<file path="src/rtl/vga_scanout.sv">
`default_nettype none
// ============================================================================
//  Module   : vga_scanout
//  Purpose  : Parametrised VGA raster generator. Issues pixel-coordinate
//             requests ahead of the beam. A PIX_LATENCY-deep pipeline re-aligns
//             sync, blanking and strobes with the colour that comes back from
//             framebuffer or sprite logic. All state advances only on ticks
//             where en=1, so the block can run from a clock faster than the
//             pixel rate.
//  Ports    : clk, rst        - clock, synchronous active-high reset
//             en              - pixel tick enable
//             color           - {r,g,b} for the pixel requested PIX_LATENCY
//                               ticks earlier
//             pix_x/pix_y     - requested coordinate (0 when not visible)
//             pix_req         - requested coordinate is visible
//             vga_r/g/b       - colour out, zero while blanked
//             vga_hsync/vsync - sync outputs with programmable polarity
//             vga_de          - display enable
//             line_start      - one-clk pulse: first pixel of a line on output
//             frame_start     - one-clk pulse: pixel (0,0) on output
//  Revision : 1.0 - initial release
// ============================================================================
module vga_scanout #(
    parameter int unsigned WIDTH       = 640,
    parameter int unsigned HEIGHT      = 480,
    parameter int unsigned H_FPORCH    = 16,
    parameter int unsigned H_SYNC      = 96,
    parameter int unsigned H_BPORCH    = 48,
    parameter int unsigned V_FPORCH    = 10,
    parameter int unsigned V_SYNC      = 2,
    parameter int unsigned V_BPORCH    = 33,
    parameter bit          HSYNC_POL   = 1'b0,
    parameter bit          VSYNC_POL   = 1'b0,
    parameter int unsigned COLOR_BITS  = 4,
    parameter int unsigned PIX_LATENCY = 1
) (
    input  logic                      clk,
    input  logic                      rst,
    input  logic                      en,
    input  logic [3*COLOR_BITS-1:0]   color,
    output logic [15:0]               pix_x,
    output logic [15:0]               pix_y,
    output logic                      pix_req,
    output logic [COLOR_BITS-1:0]     vga_r,
    output logic [COLOR_BITS-1:0]     vga_g,
    output logic [COLOR_BITS-1:0]     vga_b,
    output logic                      vga_hsync,
    output logic                      vga_vsync,
    output logic                      vga_de,
    output logic                      line_start,
    output logic                      frame_start
);

    // ------------------------------------------------------------------------
    // Derived timing constants
    // ------------------------------------------------------------------------
    localparam int unsigned c_FULL_LINE  = WIDTH + H_FPORCH + H_SYNC + H_BPORCH;
    localparam int unsigned c_FULL_FRAME = HEIGHT + V_FPORCH + V_SYNC + V_BPORCH;

    localparam logic [15:0] c_H_LAST   = 16'(c_FULL_LINE - 1);
    localparam logic [15:0] c_V_LAST   = 16'(c_FULL_FRAME - 1);
    localparam logic [15:0] c_WIDTH    = 16'(WIDTH);
    localparam logic [15:0] c_HEIGHT   = 16'(HEIGHT);
    localparam logic [15:0] c_HS_START = 16'(WIDTH + H_FPORCH);
    localparam logic [15:0] c_HS_END   = 16'(WIDTH + H_FPORCH + H_SYNC);
    localparam logic [15:0] c_VS_START = 16'(HEIGHT + V_FPORCH);
    localparam logic [15:0] c_VS_END   = 16'(HEIGHT + V_FPORCH + V_SYNC);

    // Flag vector carried down the alignment pipeline. Sync bits hold the
    // "active" condition, not the pin level, so an all-zero stage means
    // blank with both syncs inactive.
    localparam int c_FLAG_W = 5;
    localparam int c_F_VIS  = 4;
    localparam int c_F_HS   = 3;
    localparam int c_F_VS   = 2;
    localparam int c_F_H0   = 1;
    localparam int c_F_F0   = 0;

    // ------------------------------------------------------------------------
    // Elaboration-time parameter checks
    // ------------------------------------------------------------------------
    generate
        if (c_FULL_LINE > 65535) begin : g_err_line
            $error("vga_scanout: full line length exceeds 65535");
        end
        if (c_FULL_FRAME > 65535) begin : g_err_frame
            $error("vga_scanout: full frame length exceeds 65535");
        end
        if (PIX_LATENCY > 7) begin : g_err_latency
            $error("vga_scanout: PIX_LATENCY must be 0..7");
        end
        if (COLOR_BITS < 1 || COLOR_BITS > 8) begin : g_err_color
            $error("vga_scanout: COLOR_BITS must be 1..8");
        end
        if (H_SYNC < 1 || V_SYNC < 1) begin : g_err_sync
            $error("vga_scanout: sync pulse lengths must be at least 1");
        end
    endgenerate

    // ------------------------------------------------------------------------
    // Raster counters
    // ------------------------------------------------------------------------
    logic [15:0] r_h_cnt;
    logic [15:0] r_v_cnt;

    always_ff @(posedge clk) begin
        if (rst) begin
            r_h_cnt <= '0;
            r_v_cnt <= '0;
        end else if (en) begin
            if (r_h_cnt == c_H_LAST) begin
                r_h_cnt <= '0;
                if (r_v_cnt == c_V_LAST) begin
                    r_v_cnt <= '0;
                end else begin
                    r_v_cnt <= r_v_cnt + 16'd1;
                end
            end else begin
                r_h_cnt <= r_h_cnt + 16'd1;
            end
        end
    end

    // ------------------------------------------------------------------------
    // Request stage
    // ------------------------------------------------------------------------
    logic                w_visible;
    logic                w_hs_act;
    logic                w_vs_act;
    logic                w_h0;
    logic                w_f0;
    logic [c_FLAG_W-1:0] w_req_flags;

    assign w_visible = (r_h_cnt < c_WIDTH) && (r_v_cnt < c_HEIGHT);
    assign w_hs_act  = (r_h_cnt >= c_HS_START) && (r_h_cnt < c_HS_END);
    // Depends on v_cnt only, so vsync moves on whole-line boundaries.
    assign w_vs_act  = (r_v_cnt >= c_VS_START) && (r_v_cnt < c_VS_END);
    assign w_h0      = (r_h_cnt == 16'd0);
    assign w_f0      = (r_h_cnt == 16'd0) && (r_v_cnt == 16'd0);

    assign w_req_flags = {w_visible, w_hs_act, w_vs_act, w_h0, w_f0};

    assign pix_req = w_visible && !rst;
    assign pix_x   = w_visible ? r_h_cnt : 16'd0;
    assign pix_y   = w_visible ? r_v_cnt : 16'd0;

    // ------------------------------------------------------------------------
    // Alignment pipeline: delays the request flags by PIX_LATENCY enabled
    // ticks so they meet the colour returned for the same coordinate.
    // ------------------------------------------------------------------------
    logic [c_FLAG_W-1:0] w_last_flags;

    generate
        if (PIX_LATENCY > 0) begin : g_pipe
            logic [c_FLAG_W-1:0] r_stage [PIX_LATENCY];

            always_ff @(posedge clk) begin
                if (rst) begin
                    for (int i = 0; i < PIX_LATENCY; i++) begin
                        r_stage[i] <= '0;
                    end
                end else if (en) begin
                    r_stage[0] <= w_req_flags;
                    for (int i = 1; i < PIX_LATENCY; i++) begin
                        r_stage[i] <= r_stage[i-1];
                    end
                end
            end

            assign w_last_flags = r_stage[PIX_LATENCY-1];
        end else begin : g_bypass
            // Zero latency: colour is sampled in the same tick the
            // coordinate is presented.
            assign w_last_flags = w_req_flags;
        end
    endgenerate

    // ------------------------------------------------------------------------
    // Output stage
    // ------------------------------------------------------------------------
    logic [COLOR_BITS-1:0] w_col_r;
    logic [COLOR_BITS-1:0] w_col_g;
    logic [COLOR_BITS-1:0] w_col_b;
    logic                  w_out_vis;

    assign w_col_r   = color[3*COLOR_BITS-1 -: COLOR_BITS];
    assign w_col_g   = color[2*COLOR_BITS-1 -: COLOR_BITS];
    assign w_col_b   = color[COLOR_BITS-1:0];
    assign w_out_vis = w_last_flags[c_F_VIS];

    logic [COLOR_BITS-1:0] r_vga_r;
    logic [COLOR_BITS-1:0] r_vga_g;
    logic [COLOR_BITS-1:0] r_vga_b;
    logic                  r_vga_hsync;
    logic                  r_vga_vsync;
    logic                  r_vga_de;
    logic                  r_line_start;
    logic                  r_frame_start;

    always_ff @(posedge clk) begin
        if (rst) begin
            r_vga_r       <= '0;
            r_vga_g       <= '0;
            r_vga_b       <= '0;
            r_vga_hsync   <= ~HSYNC_POL;
            r_vga_vsync   <= ~VSYNC_POL;
            r_vga_de      <= 1'b0;
            r_line_start  <= 1'b0;
            r_frame_start <= 1'b0;
        end else begin
            // Strobes last one clk after the enabled tick that loads the
            // flagged position; every other cycle they are low.
            r_line_start  <= 1'b0;
            r_frame_start <= 1'b0;
            if (en) begin
                r_vga_de      <= w_out_vis;
                r_vga_r       <= w_out_vis ? w_col_r : '0;
                r_vga_g       <= w_out_vis ? w_col_g : '0;
                r_vga_b       <= w_out_vis ? w_col_b : '0;
                r_vga_hsync   <= w_last_flags[c_F_HS] ? HSYNC_POL : ~HSYNC_POL;
                r_vga_vsync   <= w_last_flags[c_F_VS] ? VSYNC_POL : ~VSYNC_POL;
                r_line_start  <= w_last_flags[c_F_H0];
                r_frame_start <= w_last_flags[c_F_F0];
            end
        end
    end

    assign vga_r       = r_vga_r;
    assign vga_g       = r_vga_g;
    assign vga_b       = r_vga_b;
    assign vga_hsync   = r_vga_hsync;
    assign vga_vsync   = r_vga_vsync;
    assign vga_de      = r_vga_de;
    assign line_start  = r_line_start;
    assign frame_start = r_frame_start;

endmodule
`default_nettype wire

</file>
<file path="config.mk">
export PLATFORM = sky130hd
export DESIGN_NAME = vga_scanout
export DESIGN_NICKNAME = d
export VERILOG_FILES = /design/src/rtl/vga_scanout.sv
export SDC_FILE = /design/constraint.sdc
export NUM_CORES = 1
export LEC_CHECK = 0
export BUFFER_PORTS_ARGS = -buffer_cell sky130_fd_sc_hd__buf_2
export CORE_MARGIN = 8
export CORE_UTILIZATION = 30
export DETAILED_ROUTE_END_ITERATION = 8
export PLACE_DENSITY = 0.53
export SYNTH_ARGS = -nofsm -noshare
export SYNTH_HDL_FRONTEND = slang
export SYNTH_SLANG_ARGS = --single-unit
</file>
<file path="constraint.sdc">
create_clock -name clk -period 1.6 [get_ports clk]
set_input_delay 0.08 -clock clk [delete_from_list [all_inputs] [get_ports clk]]
set_output_delay 0.08 -clock clk [all_outputs]
set_load 0.01 [all_outputs]
</file>
==> results.toml <==
[global_routing]
grt_pass1_wl_um = 13700
grt_pass1_vias = 2716
gr-total-overflow = 0
antenna_found_initial = 0
gr-usage-all-layers = 0.131
grt_max_degree = 26

[setup_path]
required_ns = 1.52
crit_path_max_incr_delay_ns = 0.35
timing.rr.end = "r_v_cnt[10]"
cp_top_family = "simple AND/OR/NAND/NOR gates"
crit_path_start_kind = "flip-flop"
cp_cell_sequence = "nor4_4 -> buf_4 -> nand2_4 -> nor3_4 -> buf_6 -> and2_4 -> buf_6"
reg2reg_from = "r_h_cnt[10]"
arrival_ns = 1.79
r2r_slack_ns = -0.18
critical-path-slowest-cell = "dfxtp_2"
endpoint_kind = "primary output"
path_common_cell = "buf_6"
cp_max_fo = 7
path_class = "reg2out"
r2r_cells = 6
cp_num_buf_inv = 3

[synth]
synth_cell_types = 47
syn_area_sq_um = 2750
synth-edff-count = 5
yosys_warnings = 0
yosysSeqAreaShare = 0.411
avgSynthCellArea_sq_um = 8.73
async_flop_share = 0
post_synth_inst_count = 315
synth_ff_type = "dfxtp_1"
synth-seq-cells = 54

[drt]
drc = 0
drt_iter0_drc = 202
viasPerCell = 5.07
num_vias = 2816
post_drt_wl_per_cell_um = 15.3
firstDrtPassIters = 4
wirelength_um = 8500
ant_nets = 0

[worst_hold_path]
min_to = "vga_b[3]"
hold_path_class = "in2reg"
min_path_cells = 3
hold_start = "color[3]"

[die]
die_y_um = 112
ios = 65
num_rows = 35
start_util = 0.304
die_w_um = 112
core_sq_um = 9060
dieArea_sq_um = 12500

[placement]
preCtsSetupSlack_ns = -0.165
gp_routability_congestion = 0.804
dpl.hpwl_um = 5980
place_area_sq_um = 3550
port-buffer-count = 51

[sta]
whs_ns = 0.0106
clock_skew_ns = 0.0171
rsz0062_at_grt = "yes"
setup_viol = 35
setup-tns-final_ns = -7.10
finalWorstSetupSlack_ns = -0.272
fin_crit_ns = 1.87
hold_viol = 0
timing.fmax_mhz = 534
post-route-period-util = 1.17
drv_slew = 0

[pwr]
powerDensity_nw_per_um2 = 600
power.switching_fraction = 0.240
p_int_w = 0.00198
ir_drop_mv = 0.342
combPwrFrac = 0.092
p_sw_w = 0.000626
p_clk_frac = 0.370
seq_power_share = 0.539
leakagePower_nw = 1.83

[outcome]
outcome = "finished with violations"
violations = "setup timing"

[final_layout]
area_delta_synth_final_pct = 57.9
fin_util = 0.479
final_nets = 462
finalInstanceArea_sq_um = 4340
n_antenna_cell = 0
drive_gt1_frac = 0.480

[clock_tree]
cts_tree = "done"
clk_latency_ns = 0.31
htreeDepth = 2
path_clk_slew_ns = 0.11
clockBufferDepth = 2
clock-root-buffer = "clkbuf_8"
cts_buffers = 5
clock_sinks = 54

[job]
cap_violations = 0
==> repair_timing <==
action / CTS / global route
endpoints found under the hold margin: 6 / 0
resized for setup: 50 / 62
pin swaps: 15 / 17
buffers inserted: 5 / 8
setup endpoints to repair: 39 / 51
hold buffers: 6 / 0
cloned: 1 / 1
==> layer usage <==
metal / GRT usage / part of all wire / up-vias
met1: 0.158 / 0.45 / 1353
met5: 0 / 0 / -
met3: 0.0287 / 0.059 / 6
met2: 0.225 / 0.48 / 78
li1: - / - / 1379
met4: 0.0401 / 0.014 / 0
==> synthesized netlist by cell type, types with 7 or more instances <==
cell type | n | share of area
dfxtp_1 | 49 | 0.36
and2_1 | 18 | 0.041
a22oi_1 | 12 | 0.033
nor4_1 | 11 | 0.025
a22o_1 | 7 | 0.022
nand2_1 | 16 | 0.022
nand4_1 | 7 | 0.016
o21ai_0 | 8 | 0.015
a21oi_1 | 14 | 0.025
and4_1 | 9 | 0.029
nor2_1 | 32 | 0.044
nand3_1 | 10 | 0.018
and3_1 | 10 | 0.023
o22ai_1 | 7 | 0.016
buf_2 | 8 | 0.015
inv_1 | 9 | 0.012
buf_4 | 13 | 0.035
==> cell type report <==
cell class / count / area (sq um)
Clock inverter: 3 / 47.5
Fill cell: 847 / 4720
Multi-Input combinational cell: 236 / 1840
Timing Repair Buffer: 137 / 1070
Clock buffer: 5 / 68.8
Inverter: 9 / 33.8
Sequential cell: 54 / 1150
Tap cell: 111 / 139
==> metrics by stage <==
| stage | total power [W] | std cells |
|---|---|---|
| 3_3_place_gp | 0.00163 | 528 |
| 6_report | 0.00261 | 555 |
| 3_5_place_dp | 0.00163 | 528 |
| 5_1_grt | 0.00271 | 555 |
| 2_1_floorplan | 0.00157 | 327 |
| 4_1_cts | 0.00261 | 547 |
==> cell families (layout without fill, tap and decap cells) <==
kind of cell / after synthesis / count (layout) / synth area share
compound gates: 60 / 60 / 0.145
xor+xnor: 10 / 10 / 0.0318
fa+ha+maj: 4 / 4 / 0.0182
buf+inv: 38 / 154 / 0.0759
flops: 54 / 54 / 0.411
other cells: 1 / 13 / 0.00136
simple gates: 148 / 149 / 0.317
==> worst max path at each step <==
| stage | to | startpoint | depth (start not counted) | slack (ns) |
|---|---|---|---|---|
| 2_1_floorplan | r_v_cnt[9] | r_v_cnt[0] | 7 | 0.006 |
| 3_3_place_gp | pix_y[0] | r_h_cnt[11] | 7 | -0.14 |
| 3_5_place_dp | pix_y[0] | r_h_cnt[11] | 7 | -0.16 |
| 4_1_cts | pix_y[0] | r_h_cnt[10] | 7 | -0.30 |
| 5_1_grt | pix_x[7] | r_v_cnt[15] | 7 | -0.39 |
| 6_report | pix_x[7] | r_h_cnt[10] | 7 | -0.27 |
==> layout by cell type, fill, tap and decap left out, types with 4 or more instances in the layout <==
cell / netlist / final
and2_4: 0 / 10
dfxtp_2: 0 / 12
nand4_1: 7 / 7
a21oi_1: 14 / 10
dlygate4sd3_1: 0 / 6
conb_1: 1 / 13
nor4_4: 1 / 7
xor2_1: 6 / 6
nand3_1: 10 / 9
and4_1: 9 / 5
inv_1: 9 / 8
dfxtp_1: 49 / 36
clkbuf_8: 0 / 5
buf_4: 13 / 64
o31ai_1: 5 / 4
buf_2: 8 / 41
and3_1: 10 / 9
a22oi_1: 12 / 12
and2_1: 18 / 7
or3_1: 5 / 5
edfxtp_1: 5 / 5
buf_6: 1 / 23
nand2_1: 16 / 14
o22ai_2: 0 / 4
a21oi_2: 0 / 4
nor2_1: 32 / 31
a22o_1: 7 / 7
xnor2_1: 4 / 4
o21ai_0: 8 / 7
==> registers in the layout (all words and copies together), names as in the netlist, 4 cells and up <==
register,count
vga_g,4
g_pipe.r_stage,5
vga_r,4
r_h_cnt,16
vga_b,4
r_v_cnt,16
==> worst reg2reg max path, delay by kind of cell, from the launching register on <==
kind	cells	cell delay [ns]
AOI/OAI and AO/OA	1	0.14
buffers and inverters	2	0.30
DFF	1	0.35
and+or+nand+nor	3	0.93
==> power groups by stage <==
stage                     sequential [W]  clock (W)  combinational [W]
after detailed placement         0.00144          0           0.000190
after floorplan                  0.00144          0           0.000127
final                            0.00140   0.000963           0.000238
after global routing             0.00141    0.00104           0.000266
after global placement           0.00144          0           0.000190
after CTS                        0.00140   0.000985           0.000217
(Power assumes the default switching activity.)
